[config.mk]
export PLATFORM = sky130hd
export DESIGN_NAME = branch_predictor_flat
export DESIGN_NICKNAME = d
export VERILOG_FILES = /design/src/rtl/branch_predictor_pkg.sv /design/src/rtl/branch_predictor_if.sv /design/src/rtl/branch_predictor_sat_counter.sv /design/src/rtl/branch_predictor.sv /design/src/flat_wrapper.sv
export SDC_FILE = /design/constraint.sdc
export NUM_CORES = 2
export LEC_CHECK = 0
export BUFFER_PORTS_ARGS = -buffer_cell sky130_fd_sc_hd__buf_2
export CORE_UTILIZATION = 45
export DETAILED_ROUTE_END_ITERATION = 10
export SLEW_MARGIN = 15
export SYNTH_ARGS = -nofsm -noshare
export SYNTH_HDL_FRONTEND = slang
export SYNTH_SLANG_ARGS = --single-unit
[constraint.sdc]
create_clock -name cpu_clk -period 5.85 [get_ports cpu_clk]
set_input_delay 0.2925 -clock cpu_clk [delete_from_list [all_inputs] [get_ports cpu_clk]]
set_output_delay 0.2925 -clock cpu_clk [all_outputs]
set_load 0.01 [all_outputs]
[src/rtl/branch_predictor_pkg.sv]
// Shared types and helpers for the BTB branch predictor.
// Holds the 2-bit counter encodings and their saturating update.
package bp_pkg;

    typedef logic [1:0] bp_cnt_t;

    localparam bp_cnt_t BP_SNT = 2'b00;
    localparam bp_cnt_t BP_WNT = 2'b01;
    localparam bp_cnt_t BP_WT  = 2'b10;
    localparam bp_cnt_t BP_ST  = 2'b11;

    function automatic bp_cnt_t bp_cnt_next(
        input bp_cnt_t cnt,
        input logic    taken
    );
        bp_cnt_t nxt;
        nxt = cnt;
        if (taken) begin
            if (cnt != BP_ST) nxt = cnt + 2'd1;
        end else begin
            if (cnt != BP_SNT) nxt = cnt - 2'd1;
        end
        return nxt;
    endfunction

endpackage

[src/rtl/branch_predictor_if.sv]
// IF lookup, EX resolve and statistics bundle of the predictor.
// master = core pipeline side, slave = predictor side.
interface bp_if #(
    parameter int XLEN  = 32,
    parameter int CNT_W = 32
);
    logic [XLEN-1:0]  if_pc;
    logic             if_pred_taken;
    logic [XLEN-1:0]  if_pred_target;

    logic             ex_valid;
    logic [XLEN-1:0]  ex_pc;
    logic             ex_is_jump;
    logic             ex_taken;
    logic [XLEN-1:0]  ex_target;
    logic             ex_pred_taken;
    logic [XLEN-1:0]  ex_pred_target;
    logic             ex_redirect;
    logic [XLEN-1:0]  ex_redirect_pc;

    logic [CNT_W-1:0] stat_branches;
    logic [CNT_W-1:0] stat_mispredicts;

    modport master (
        output if_pc, ex_valid, ex_pc, ex_is_jump, ex_taken,
               ex_target, ex_pred_taken, ex_pred_target,
        input  if_pred_taken, if_pred_target, ex_redirect,
               ex_redirect_pc, stat_branches, stat_mispredicts
    );

    modport slave (
        input  if_pc, ex_valid, ex_pc, ex_is_jump, ex_taken,
               ex_target, ex_pred_taken, ex_pred_target,
        output if_pred_taken, if_pred_target, ex_redirect,
               ex_redirect_pc, stat_branches, stat_mispredicts
    );
endinterface

[src/rtl/branch_predictor_sat_counter.sv]
// Saturating event counter used for predictor statistics.
// Sticks at all-ones instead of wrapping.
module bp_sat_counter #(
    parameter int W = 32
) (
    input  logic         clk_i,
    input  logic         rst_i,
    input  logic         inc_i,
    output logic [W-1:0] cnt_o
);
    logic [W-1:0] cnt_q;
    logic [W-1:0] cnt_d;

    always_comb begin
        cnt_d = cnt_q;
        if (inc_i && (cnt_q != {W{1'b1}})) cnt_d = cnt_q + W'(1);
    end

    always_ff @(posedge clk_i) begin
        if (rst_i) cnt_q <= '0;
        else       cnt_q <= cnt_d;
    end

    assign cnt_o = cnt_q;
endmodule

[src/rtl/branch_predictor.sv]
// Direct-mapped BTB with 2-bit counters: IF lookup, EX resolve/update.
// Lookup reads stored state only, so same-cycle updates are not bypassed.
module branch_predictor
    import bp_pkg::*;
#(
    parameter int XLEN    = 32,
    parameter int ENTRIES = 64,
    parameter int TAG_W   = XLEN - $clog2(ENTRIES) - 2,
    parameter int CNT_W   = 32
) (
    input  logic cpu_clk,
    input  logic cpu_rst,
    bp_if.slave  bp
);
    localparam int IDX_W = $clog2(ENTRIES);

    logic [ENTRIES-1:0] valid_q;
    bp_cnt_t            cnt_q [ENTRIES];
    logic [TAG_W-1:0]   tag_q [ENTRIES];
    logic [XLEN-1:0]    tgt_q [ENTRIES];

    logic [IDX_W-1:0] lk_idx;
    logic             lk_hit;
    logic [IDX_W-1:0] ex_idx;
    logic             ex_hit;

    logic    alloc;
    logic    cnt_we;
    logic    tgt_we;
    bp_cnt_t cnt_d;

    assign lk_idx = bp.if_pc[IDX_W+1:2];
    assign lk_hit = valid_q[lk_idx] &&
                    (tag_q[lk_idx] == bp.if_pc[IDX_W+2 +: TAG_W]);

    assign bp.if_pred_taken  = lk_hit && cnt_q[lk_idx][1];
    assign bp.if_pred_target = bp.if_pred_taken ? tgt_q[lk_idx]
                                                : bp.if_pc + XLEN'(4);

    always_comb begin
        bp.ex_redirect = 1'b0;
        if (bp.ex_valid) begin
            bp.ex_redirect = (bp.ex_pred_taken != bp.ex_taken) ||
                             (bp.ex_taken &&
                              (bp.ex_pred_target != bp.ex_target));
        end
    end

    assign bp.ex_redirect_pc = bp.ex_taken ? bp.ex_target
                                           : bp.ex_pc + XLEN'(4);

    assign ex_idx = bp.ex_pc[IDX_W+1:2];
    assign ex_hit = valid_q[ex_idx] &&
                    (tag_q[ex_idx] == bp.ex_pc[IDX_W+2 +: TAG_W]);

    always_comb begin
        alloc  = bp.ex_valid && !ex_hit && bp.ex_taken;
        cnt_we = bp.ex_valid && (ex_hit || bp.ex_taken);
        tgt_we = bp.ex_valid &&
                 (bp.ex_taken || (ex_hit && bp.ex_is_jump));
        cnt_d  = BP_WT;
        if (bp.ex_is_jump) cnt_d = BP_ST;
        else if (ex_hit)   cnt_d = bp_cnt_next(cnt_q[ex_idx], bp.ex_taken);
    end

    always_ff @(posedge cpu_clk) begin
        if (cpu_rst) begin
            for (int i = 0; i < ENTRIES; i++) begin
                valid_q[i] <= 1'b0;
                cnt_q[i]   <= BP_WNT;
            end
        end else begin
            if (cnt_we) cnt_q[ex_idx]   <= cnt_d;
            if (alloc)  valid_q[ex_idx] <= 1'b1;
        end
    end

    // Tags/targets need no reset; valid gates them. Reset still blocks writes.
    always_ff @(posedge cpu_clk) begin
        if (!cpu_rst) begin
            if (alloc)  tag_q[ex_idx] <= bp.ex_pc[IDX_W+2 +: TAG_W];
            if (tgt_we) tgt_q[ex_idx] <= bp.ex_target;
        end
    end

    bp_sat_counter #(.W(CNT_W)) u_stat_br (
        .clk_i (cpu_clk),
        .rst_i (cpu_rst),
        .inc_i (bp.ex_valid),
        .cnt_o (bp.stat_branches)
    );

    bp_sat_counter #(.W(CNT_W)) u_stat_mp (
        .clk_i (cpu_clk),
        .rst_i (cpu_rst),
        .inc_i (bp.ex_redirect),
        .cnt_o (bp.stat_mispredicts)
    );
endmodule
[src/flat_wrapper.sv]
// flat-port wrapper written by rule: the top's interface ports become plain ports
module branch_predictor_flat import bp_pkg::*;
#(
    parameter int XLEN    = 32,
    parameter int ENTRIES = 64,
    parameter int TAG_W   = XLEN - $clog2(ENTRIES) - 2,
    parameter int CNT_W   = 32
)
  (cpu_clk, cpu_rst, bp_if_pc, bp_ex_valid, bp_ex_pc, bp_ex_is_jump, bp_ex_taken, bp_ex_target, bp_ex_pred_taken, bp_ex_pred_target, bp_if_pred_taken, bp_if_pred_target, bp_ex_redirect, bp_ex_redirect_pc, bp_stat_branches, bp_stat_mispredicts);
  bp_if #(.XLEN(XLEN), .CNT_W(CNT_W)) bp_i ();
  input  logic cpu_clk;
  input  logic cpu_rst;
  input wire logic [$bits(bp_i.if_pc)-1:0] bp_if_pc;
  input wire logic [$bits(bp_i.ex_valid)-1:0] bp_ex_valid;
  input wire logic [$bits(bp_i.ex_pc)-1:0] bp_ex_pc;
  input wire logic [$bits(bp_i.ex_is_jump)-1:0] bp_ex_is_jump;
  input wire logic [$bits(bp_i.ex_taken)-1:0] bp_ex_taken;
  input wire logic [$bits(bp_i.ex_target)-1:0] bp_ex_target;
  input wire logic [$bits(bp_i.ex_pred_taken)-1:0] bp_ex_pred_taken;
  input wire logic [$bits(bp_i.ex_pred_target)-1:0] bp_ex_pred_target;
  output wire logic [$bits(bp_i.if_pred_taken)-1:0] bp_if_pred_taken;
  output wire logic [$bits(bp_i.if_pred_target)-1:0] bp_if_pred_target;
  output wire logic [$bits(bp_i.ex_redirect)-1:0] bp_ex_redirect;
  output wire logic [$bits(bp_i.ex_redirect_pc)-1:0] bp_ex_redirect_pc;
  output wire logic [$bits(bp_i.stat_branches)-1:0] bp_stat_branches;
  output wire logic [$bits(bp_i.stat_mispredicts)-1:0] bp_stat_mispredicts;
  assign bp_i.if_pc = bp_if_pc;
  assign bp_i.ex_valid = bp_ex_valid;
  assign bp_i.ex_pc = bp_ex_pc;
  assign bp_i.ex_is_jump = bp_ex_is_jump;
  assign bp_i.ex_taken = bp_ex_taken;
  assign bp_i.ex_target = bp_ex_target;
  assign bp_i.ex_pred_taken = bp_ex_pred_taken;
  assign bp_i.ex_pred_target = bp_ex_pred_target;
  assign bp_if_pred_taken = bp_i.if_pred_taken;
  assign bp_if_pred_target = bp_i.if_pred_target;
  assign bp_ex_redirect = bp_i.ex_redirect;
  assign bp_ex_redirect_pc = bp_i.ex_redirect_pc;
  assign bp_stat_branches = bp_i.stat_branches;
  assign bp_stat_mispredicts = bp_i.stat_mispredicts;
  branch_predictor #(.XLEN(XLEN), .ENTRIES(ENTRIES), .TAG_W(TAG_W), .CNT_W(CNT_W)) u_core (.cpu_clk(cpu_clk), .cpu_rst(cpu_rst), .bp(bp_i));
endmodule
After elaboration in Yosys (flattened, before gate mapping):

Memories as Yosys holds them, arrays and structs flattened.
Index checks and enable logic that the tools add are counted.
Widths: inputs -> output; s select.

* $lt $le $gt $ge: 3
* mux-type cells: 28
* bitwise gates (word level): 1
* reduce and logical (&&, ||, !) cells: 18
* add/sub/neg operators: 6
* equality and inequality tests: 7

Operator list (count)
* $add 32x1->32 const B: 2
* $add 32x3->32 const B: 2
* $mux 32: 2
* $ne 32x32->1 const B: 2
* $or 64x64->64: 1
* $eq 24x24->1: 2
* $ne 32x32->1: 1
* $mux 1: 16
* $lt 6x7->1 const B: 2
* $bmux 1 s6: 2
* $logic_and 1x1->1: 12
* $mux 2: 6
* $demux 1 s6: 1
* $ge 6x1->1 const B: 1
* $mux 6: 1
* $logic_or 1x1->1: 3
* $add 2x1->2 const B: 1
* $ne 2x2->1 const B: 1
* $reduce_bool 2->1: 1
* $reduce_or 2->1: 1
* $sub 2x1->2 const B: 1
* $logic_not 1->1: 1
* $ne 1x1->1: 1

* memory bits (writable): 3712
* memories kept: 3
* bits of input ports: 134
* output and inout port bits: 130
* flip-flop bits (word level): 128

Memory list
* u_core.tgt_q: words 64, bits a word 32, read ports 1, clocked after memory_dff 0, write ports 1, line branch_predictor.sv:20 `logic [XLEN-1:0] tgt_q [ENTRIES];`
* u_core.tag_q: words 64, bits a word 24, read ports 2, clocked after memory_dff 0, write ports 1, line branch_predictor.sv:19 `logic [TAG_W-1:0] tag_q [ENTRIES];`
* u_core.cnt_q: words 64, bits a word 2, read ports 2, clocked after memory_dff 0, write ports 64, line branch_predictor.sv:18 `bp_cnt_t cnt_q [ENTRIES];`

Logic depth before layout (Yosys ltp):

* word-level depth: 10
* mapped depth: 19
* gate-level depth less buffers: 10

Hierarchy:

From an unflattened synthesis, not the netlist that was laid out.

* cells, all modules: 8943
* area, all modules: 166384.6 um^2

By module, submodules not included
* branch_predictor: cells each 8545, sequential area each 112748.1 um^2, times used 1, area an instance 163036.4 um^2
* bp_sat_counter: cells each 199, sequential area each 640.6 um^2, times used 2, area an instance 1674.1 um^2

Least setup slack after synthesis:

Ideal clock, no wire load.

* path type: input -> register
* start point: input bp_ex_pc[2]
* end point: memory u_core.tgt_q[10][0], enable pin
* stages: 15
* arrival time: 5.690 ns
* path slack: -0.301 ns
* buffers on the path: 6
* cell sequence: buf_6 -> buf_6 -> buf_6 -> mux4_2 -> a32oi_1 -> nand4_1 -> or4_1 -> a221oi_1 -> o2111ai_1 -> nand4b_2 -> o31a_1 -> buf_6 -> buf_4 -> clkbuf_1 -> nor3_1

* word-level cells in the longest chain between the ends: 9

Ends and longest elaborated chain
* from (decl): line flat_wrapper.sv:15 `input wire logic [$bits(bp_i.ex_pc)-1:0] bp_ex_pc;`
* $mem_v2 64x24 or $bmux 1 s6 (tied branches)
* $eq 24x24->1 or $mux 1 (tied branches): line branch_predictor.sv:54, branch_predictor.sv:53
* $logic_and 1x1->1: line branch_predictor.sv:53 `assign ex_hit = valid_q[ex_idx] &&`
* $logic_and 1x1->1: line branch_predictor.sv:60 `(bp.ex_taken || (ex_hit && bp.ex_is_jump));`
* $logic_or 1x1->1: line branch_predictor.sv:60
* $logic_and 1x1->1: line branch_predictor.sv:59 `tgt_we = bp.ex_valid &&`
* $mux 1: line branch_predictor.sv:82 `if (tgt_we) tgt_q[ex_idx] <= bp.ex_target;`
* $mux 1: line branch_predictor.sv:80 `if (!cpu_rst) begin`
* $mux 1 (not written as such): line branch_predictor.sv:82
* to (decl): line branch_predictor.sv:20

Parallel ways exist; a longest one is shown, timed or not. The select of a mux whose other input is x is not followed.

==> out/qor.csv <==
stage,metric,value,unit
status,status,completed,
routing,drt_first_iter_violations,17500,
worst_setup_path,cp_top_family,simple AND/OR/NAND/NOR gates,
logic_synthesis,synth_nets,8944,
final_layout,drive_gt1_frac,0.319,
final_layout,seq_area,114000,sq um
timing,fin_tns_setup,0,ns
timing,rsz0062_at_grt,no,
routing,ant_nets,0,
worst_setup_path,path_buf_inv,2,
routing,routedWlPerCell,43.9,microns
final_layout,fillers,28800,
logic_synthesis,ys_async_sr_fraction,0,
logic_synthesis,synth_enable_flop_cells,3712,
grt,overflow,0,
floorplan,io-pin-count,264,
logic_synthesis,synth.distinct_cells,90,
floorplan,die_h,610,microns
grt,grt_pass1_wl,873000,microns
timing,clock_skew,0.0802,ns
timing,hold_viol,0,
placement,numPortBuffers,263,
logic_synthesis,synth_fa_ha_area_frac,0.000301,
placement,detailedPlace.worstSlack,0.178,ns
routing,via_per_inst,7.09,
timing,worst_slack,0.255,ns
floorplan,core,367000,sq um
floorplan,start_util,0.453,
final_layout,multiInputGateArea,49600,sq um
routing,drc,0,
clock_network,cts_buffer_depth,4,
floorplan,dieWidth,610,microns
logic_synthesis,ys.flop_type,edfxtp_1,
timing,worst_pin_slew,1.37,ns
clock_network,insertion_delay,1.00,ns
logic_synthesis,yosys_warnings,0,
worst_setup_path,start_kind,register,
timing,finalMaxSlewViolations,0,
timing,finalSetupViolCount,0,
floorplan,fp-row-count,222,
grt,grt_max_degree,139,
final_layout,area_growth,16.3,%
power,finalPower,60.5,mW
floorplan,die-area,372000,sq um
timing,slew-limit-headroom,0.0825,
clock_network,cts_setup_buffers,0,
logic_synthesis,ys_seq_area_frac,0.686,
clock_network,clk_pin_slew_worst_paths,0.06,ns
timing,fin_crit,5.60,ns
power,p_per_area,313,nW/um^2
job,maxCapViolCount,0,
worst_setup_path,cp_slowest_cell,and3_1,
logic_synthesis,synth_xor_area_frac,0.00959,
clock_network,cts_buffers,400,
routing,wl,651000,microns
placement,hpwl,432000,microns
worst_setup_path,cp-end-kind,primary output,
logic_synthesis,yosys-mux-area-fraction,0.196,
logic_synthesis,synth.largest_area_cell,edfxtp_1,
routing,dr.pass1.iters,9,
clock_network,cts_resized,0,
logic_synthesis,syn-instance-count,8806,
power,vdd_drop_max,0.000318,V
power,p_leak,61.8,nW
grt,track_usage,0.345,
worst_setup_path,crit_required,5.56,ns
clock_network,clock_sinks,3840,
logic_synthesis,synth_compound_gate_area_share,0.0514,
clock_network,cts_max_level,5,
placement,dpl_cell_area,180000,sq um
logic_synthesis,synth_top_family_by_area,multiplexers,
timing,finalCritPeriodShare,0.956,
logic_synthesis,synthTopCellsByArea,"edfxtp_1, mux4_2, mux2i_1",
worst_setup_path,max_stage_delay,0.95,ns
grt,first_global_vias,101000,
logic_synthesis,netlist_area,166000,sq um
final_layout,final_area,193000,sq um
logic_synthesis,syn_avg_cell_area,18.9,sq um
grt,antenna_found_initial,67,
worst_setup_path,path_max_fanout,21,
clock_network,clockRootBuffer,clkbuf_16,
routing,vias,105000,
worst_setup_path,cp.arrival,5.30,ns
logic_synthesis,yosys.area.top_type_share,0.670,
clock_network,hold_buffers,40,
worst_hold_path,worstHoldPathType,in -> reg,
final_layout,nets,9763,
logic_synthesis,yosys.area_share.simple,0.0362,
worst_setup_path,path_class,reg -> out,
logic_synthesis,ys_ff_latch,3840,
placement,place.gp.congestion,1.02,
worst_setup_path,crit_chain,mux4_2 -> mux2i_1 -> nor2_1 -> a211oi_1 -> and3_1 -> xnor2_1 -> nor4_1 -> nand4b_1 -> and4b_2 -> buf_12 -> mux2_2 -> buf_2,
clock_network,cts_tree,yes,
timing,max_freq,179,MHz
## final cells by class
type / count / share of cell area
Timing Repair Buffer: 1114 / 0.0561
Clock buffer: 489 / 0.0542
Clock inverter: 234 / 0.0107
Tap cell: 4816 / 0.0312
Sequential cell: 3840 / 0.590
Antenna cell: 61 / 0.000790
Multi-Input combinational cell: 4237 / 0.256
Inverter: 32 / 0.000719
## kinds of logic (layout without fill, tap and decap cells)
group,Yosys count,after routing
buf+inv,729,1869
mux,1744,1744
fa+ha+maj,4,4
other cells,0,61
xor+xnor,182,182
flops,3840,3840
compound gates,1132,1132
simple gates,1175,1175
## per-layer routing
layer	global-route usage	share of wire	up-vias
li1	-	-	39100
met1	0.439	0.34	55000
met2	0.515	0.45	8907
met3	0.0911	0.12	2140
met4	0.249	0.088	18
met5	0	0.00017	-
## stage by stage
| stage | utilization | hold WS [ns] | cells |
|---|---|---|---|
| 4_1_cts | 0.527 | 0.0106 | 14800 |
| 3_5_place_dp | 0.491 | 0.469 | 14000 |
| 3_3_place_gp | 0.491 | 0.464 | 14000 |
| 6_report | 0.527 | 0.0384 | 14800 |
| 5_1_grt | 0.527 | 0.0244 | 14800 |
| 2_1_floorplan | - | 0.391 | 8806 |
## report_power, final
group          switching (mW)  internal, mW
combinational            3.60          1.75
sequential             0.0461          30.2
clock                    10.9          13.9
## Yosys cell counts (all sizes together), types with 18 or more instances
| cell | count |
|---|---|
| nand4 | 51 |
| a22oi | 142 |
| xnor2 | 102 |
| nand2b | 21 |
| a21oi | 103 |
| edfxtp | 3712 |
| dfxtp | 128 |
| or4 | 21 |
| o21ai | 144 |
| nand3 | 98 |
| buf | 354 |
| clkbuf | 343 |
| a211oi | 44 |
| nand3b | 36 |
| a221oi | 142 |
| nor2 | 200 |
| mux2 | 152 |
| o31ai | 18 |
| and3 | 78 |
| o2111ai | 33 |
| a32o | 63 |
| nand2 | 332 |
| mux4 | 1199 |
| inv | 32 |
| nor3 | 166 |
| nor4 | 36 |
| o22ai | 110 |
| mux2i | 393 |
| a31oi | 21 |
| a221o | 57 |
| nor2b | 30 |
| o2bb2ai | 27 |
| a2111oi | 45 |
| o211ai | 30 |
| xor2 | 80 |
| a22o | 45 |
| o221ai | 23 |
## registers in the layout, indices dropped and copies added (netlist names)
| name | count |
|---|---|
| u_core.tgt_q | 2048 |
| u_core.tag_q | 1536 |
| u_core.cnt_q | 128 |
| u_core.valid_q | 64 |
| u_core.u_stat_br.cnt_o | 32 |
| u_core.u_stat_mp.cnt_o | 32 |
## path summary, 6_finish.rpt
path                        start                    to  slack [ns]  cells past startpoint
max          u_core.tag_q[58][22]  bp_if_pred_target[6]        0.25                     12
min              bp_ex_target[18]  u_core.tgt_q[52][18]        0.04                      2
max reg2reg   u_core.tag_q[39][4]   u_core.cnt_q[16][1]        0.63                     11
min reg2reg    u_core.valid_q[55]    u_core.valid_q[55]        0.48                      2
## layout by cell type (no fill, tap or decap), types with 188 or more instances in the layout
cell | netlist | layout
edfxtp_1 | 3712 | 3712
mux4_2 | 1199 | 1199
buf_4 | 32 | 576
clkbuf_16 | 0 | 406
mux2i_1 | 393 | 393
nand2_1 | 332 | 329
buf_2 | 227 | 254
buf_12 | 0 | 238
nor2_1 | 200 | 188
No activity file was read; power rests on OpenSTA's default activity.
